$ cat src/rtl/uc_runctl.sv
// rtl/uc_runctl.sv - microcontroller control unit with run/stop/step/halt sequencing
// Optional UC_INSTRET_EN adds the instret retired-instruction counter.
module uc_runctl #(
  parameter bit RESET_RUN       = 1'b0,
  parameter bit HALT_ON_ILLEGAL = 1'b0
) (
  input  logic        clk,
  input  logic        reset,
  input  logic        run,
  input  logic        step,
  input  logic        stop,
  input  logic [5:0]  Opcode,
  input  logic        z,
  output logic        s_inc,
  output logic        s_inm,
  output logic        we3,
  output logic        wez,
  output logic [2:0]  Op,
  output logic        pc_we,
  output logic        running,
  output logic        halted,
`ifdef UC_INSTRET_EN
  output logic [15:0] instret,
`endif
  output logic        illegal
);

  typedef enum logic [1:0] {PAUSE, RUN, STEP, HALTED} state_t;

  localparam state_t RESET_STATE = RESET_RUN ? RUN : PAUSE;

  state_t state;
  logic   exec;
  logic   is_alu, is_li, is_j, is_jz, is_jnz, is_nop, is_halt, is_illegal;
  logic   halt_now;

  assign is_alu     = (Opcode[5:3] == 3'b000);
  assign is_li      = (Opcode == 6'b001000);
  assign is_j       = (Opcode == 6'b010000);
  assign is_jz      = (Opcode == 6'b010001);
  assign is_jnz     = (Opcode == 6'b010010);
  assign is_nop     = (Opcode == 6'b111111);
  assign is_halt    = (Opcode == 6'b111110);
  assign is_illegal = ~(is_alu | is_li | is_j | is_jz | is_jnz | is_nop | is_halt);

  // Reset gates exec so enables drop immediately, even while state holds RUN.
  assign exec     = reset & ((state == RUN) | (state == STEP));
  assign halt_now = exec & (is_halt | (HALT_ON_ILLEGAL & is_illegal));

  assign running = (state == RUN);
  assign halted  = (state == HALTED);

  always_comb begin
    s_inc = 1'b1;
    s_inm = 1'b0;
    we3   = 1'b0;
    wez   = 1'b0;
    Op    = 3'b000;
    pc_we = 1'b0;
    if (exec) begin
      pc_we = ~halt_now;
      if (is_alu) begin
        Op  = Opcode[2:0];
        we3 = 1'b1;
        wez = 1'b1;
      end else if (is_li) begin
        we3   = 1'b1;
        s_inm = 1'b1;
      end else if (is_j) begin
        s_inc = 1'b0;
      end else if (is_jz) begin
        s_inc = ~z;
      end else if (is_jnz) begin
        s_inc = z;
      end
    end
  end

  always_ff @(posedge clk or negedge reset) begin
    if (!reset) begin
      state   <= RESET_STATE;
      illegal <= 1'b0;
    end else begin
      if (exec && is_illegal)
        illegal <= 1'b1;
      case (state)
        PAUSE: begin
          if (stop)      state <= PAUSE;
          else if (step) state <= STEP;
          else if (run)  state <= RUN;
        end
        RUN: begin
          // The current instruction commits before a stop takes effect.
          if (halt_now)  state <= HALTED;
          else if (stop) state <= PAUSE;
        end
        STEP:    state <= halt_now ? HALTED : PAUSE;
        default: state <= HALTED;
      endcase
    end
  end

`ifdef UC_INSTRET_EN
  always_ff @(posedge clk or negedge reset) begin
    if (!reset)
      instret <= 16'h0000;
    else if (pc_we)
      instret <= instret + 16'h0001;
  end
`endif

endmodule

$ cat config.mk
export PLATFORM = sky130hd
export DESIGN_NAME = uc_runctl
export DESIGN_NICKNAME = d
export VERILOG_FILES = /design/src/rtl/uc_runctl.sv
export SDC_FILE = /design/constraint.sdc
export NUM_CORES = 1
export LEC_CHECK = 0
export ABC_CLOCK_PERIOD_IN_PS = 2300
export CORE_AREA = 2 2 39 41
export DETAILED_ROUTE_END_ITERATION = 10
export DIE_AREA = 0 0 41 43
export PLACE_DENSITY = 0.58
export SLEW_MARGIN = 5
export SYNTH_ARGS = -nofsm -noshare
export SYNTH_HDL_FRONTEND = slang
export SYNTH_SLANG_ARGS = --single-unit
$ cat constraint.sdc
create_clock -name clk -period 2.3 [get_ports clk]
set_clock_uncertainty 0.05 [all_clocks]
set_input_delay 0.46 -clock clk [delete_from_list [all_inputs] [get_ports clk]]
set_output_delay 0.46 -clock clk [all_outputs]
set_load 0.02 [all_outputs]
==> out/metrics.csv <==
stage;metric;value;unit
run_status;outcome;finished, final reports clean;
detailed_routing;Routed Antenna Nets;0;
detailed_routing;first-pass detailed-route iteration total;2;
clock_network;CTS clk-pin slew, worst paths;0.04;ns
detailed_routing;wire per inst;11.5;µm
synthesis;number of synthesized register bits;3;
finish;ANT cells;0;
clock_network;H-tree depth;1;
die;Die ar.;1760;µm²
synthesis;Synth async-reset ratio;100;%
synthesis;Net Count, Synth;58;
die;Initial Utilization;24.1;%
timing;relative slew slack;82.7;%
synthesis;Synth area leaders;dfrtp_1 (23%), ha_1 (11%), nor2_1 (7.9%);
synthesis;Post-Synthesis Cell Area;333;µm²
die;Die X;41;µm
global_route;met2 Track Usage GR;26.6;%
timing;final worst path period share;96.4;%
clock_network;hold_buf cts;0;
worst_hold_path;Hold Crit Class;reg -> reg;
place;placed cells;95;
worst_setup_path;path depth of the worst reg2reg path;7;
global_route;largest net degree at the start of global routing;6;
worst_setup_path;Worst Setup Start Kind;input pin;
clock_network;clock sinks;3;
global_route;M1 GR Usage;18.2;%
finish;final instance area;709;µm²
global_route;Overall Global Routing Usage;15.4;%
worst_setup_path;crit-path cells;clkdlybuf4s50_1 > nor4b_2 > nand2_1 > nor2_1 > clkdlybuf4s15_2;
finish;Synth-to-Final Area Change;113;%
clock_network;worst skew pair latency;0.23;ns
place;Final HPWL DP;843;µm
place;IO buf count;22;
synthesis;cell with the most instances after synthesis;nor2_1;
timing;Hold Fails Final Rpt;0;
global_route;GRT overflow;0;
worst_setup_path;crit end category;output pin;
synthesis;Post-Synthesis Cells;43;
worst_setup_path;Crit Path Max Fanout;3;
global_route;GRT Max-Usage Layer;met2;
global_route;antenna violations before repair;0;
finish;count of nets after finishing;99;
detailed_routing;drt via density;4.37;
finish;fillers;151;
timing;f_max;451;MHz
job;Maximum Capacitance Violations;0;
timing;fin. max-slew vios;0;
die;Rows;14;
worst_hold_path;Hold Path Depth;1;
worst_setup_path;Crit path arrival time;1.71;ns
pwr;P per Cell Area;619;nW/µm²
global_route;first-pass GRT wire length;1810;µm
finish;layout cells sized above 1;39.8;%
pwr;Peak VDD IR;395;µV
die;Die Ht;43;µm
detailed_routing;DRC;0;
finish;multi-input logic area;284;µm²
synthesis;Synth warnings;0;
pwr;LEAKAGE;0.343;nW
synthesis;area leader, netlist;dfrtp_1;
finish;Cell Count, Final, Fillers Out;99;
synthesis;Synth top area share;22.6;%
clock_network;clock buffer depth;2;
place;GP Congestion;0.766;
timing;Least-Margin Pin Slew;0.258;ns
worst_setup_path;Worst Path Required;1.79;ns
synthesis;sequential share of the synthesized area;22.6;%
global_route;vias in the first global route;423;
global_route;GR met3 Demand/Resource;0;%
clock_network;TritonCTS buffer count;3;
clock_network;clock root buffer;clkbuf_4;
timing;RSZ-0062 raised after global routing;false;
worst_setup_path;largest stage delay on the critical path;0.47;ns
worst_setup_path;Worst Setup Path Type;in -> out;
synthesis;Avg Inst Size Synth;7.74;µm²
finish;register area;75.1;µm²
place;DP Area;678;µm²
synthesis;most frequent cells after synthesis;nor2_1 (7), nand2_1 (5), nand3_1 (4), dfrtp_1 (3), ha_1 (3);
synthesis;unique cell type count in the Yosys netlist;21;
worst_setup_path;Max stage delay cell, worst path;clkdlybuf4s50_1;
die;Core Footprint;1380;µm²
clock_network;setup bufs post-CTS;0;
detailed_routing;Initial DRC Count;2;
timing;Final setup viols;0;
synthesis;EDFF count, synth;0;
detailed_routing;total wire length;1140;µm
die;I/O pin total;23;
detailed_routing;vias post-DR;433;
pwr;total power;439;µW
timing;Period minus WS final;2.22;ns
timing;sum of negative setup slack;0;ns
synthesis;Main synth FF type;dfrtp_1;
clock_network;CTS tree;built;
==> worst max-delay path, delay by kind of cell <==
| family | cells | cell delay (ns) |
|---|---|---|
| buffers and inverters | 2 | 0.75 |
| AND/OR/NAND/NOR | 3 | 0.50 |
==> cell type report <==
| cell class | instances | area share (%) |
|---|---|---|
| Tap cell | 16 | 2.82 |
| Sequential cell | 3 | 10.6 |
| Clock buffer | 4 | 3.70 |
| Inverter | 2 | 1.06 |
| Timing Repair Buffer | 36 | 41.8 |
| Multi-Input combinational cell | 38 | 40.0 |
==> what timing repair did <==
item	4_1_cts	5_1_grt
gates resized for setup	26	6
endpoints found under the setup margin	8	5
gates cloned	0	0
==> metal layers <==
| metal | vias up | routed length (µm) |
|---|---|---|
| li1 | 231 | - |
| met1 | 195 | 477 |
| met2 | 7 | 633 |
| met3 | 0 | 31 |
| met4 | 0 | 0 |
| met5 | - | 0 |
==> layout by cell type (no fill, tap or decap) <==
master	instances
dlygate4sd2_1	2
and2_1	2
inv_1	2
clkbuf_2	4
a41o_1	1
or3b_2	1
or2_2	1
nand2_1	5
o21a_1	2
clkbuf_4	3
nor2_1	7
nand3_1	4
nor3_2	1
and2_2	1
a21oi_2	1
and3_1	1
dfrtp_1	3
nor4b_4	1
buf_4	14
clkdlybuf4s50_1	12
mux2i_1	1
nor2b_1	1
or4b_4	1
nor4b_2	1
nand2b_1	1
clkdlybuf4s15_2	1
buf_2	2
ha_1	3
dlymetal6s2s_1	1
nor2b_4	1
clkbuf_1	1
nand3b_1	1
==> worst paths after layout <==
path	start	to	slack, ns
worst min register to register	illegal	illegal	0.42
min in group asynchronous	reset	state[0]	0.45
worst max register to register	state[1]	state[0]	0.42
worst max-delay path	Opcode[4]	s_inm	0.08
max in group asynchronous	reset	state[1]	1.65
worst min-delay path	illegal	illegal	0.42
==> flip-flops by register name (all words and copies together) (netlist names) <==
signal and count:
state 2, illegal 1
==> per-stage QoR <==
stage          setup WS (ns)  util [%]  hold slack [ns]
6_report              0.0824      51.3            0.417
5_1_grt               0.0350      51.3            0.439
4_1_cts               0.0131      52.4            0.421
3_5_place_dp          -0.441      49.0            0.412
3_3_place_gp          -0.487      49.0            0.423
2_1_floorplan          0.298         -            0.114
==> power by group <==
part           total, mW  switching (mW)  internal, mW
sequential        0.0734         0.00591        0.0675
clock             0.0924          0.0274        0.0650
combinational      0.273           0.129         0.144
total              0.439           0.162         0.277
==> logic make-up after synthesis <==
family                   share of synthesized area, %
buffers and inverters                            2.26
AO/OA/AOI/OAI                                    10.1
adder cells (fa/ha/maj)                          11.3
AND/OR/NAND/NOR                                  50.8
multiplexers                                     3.01
flip-flops                                       22.6
Power figures use the tool's default switching activity.
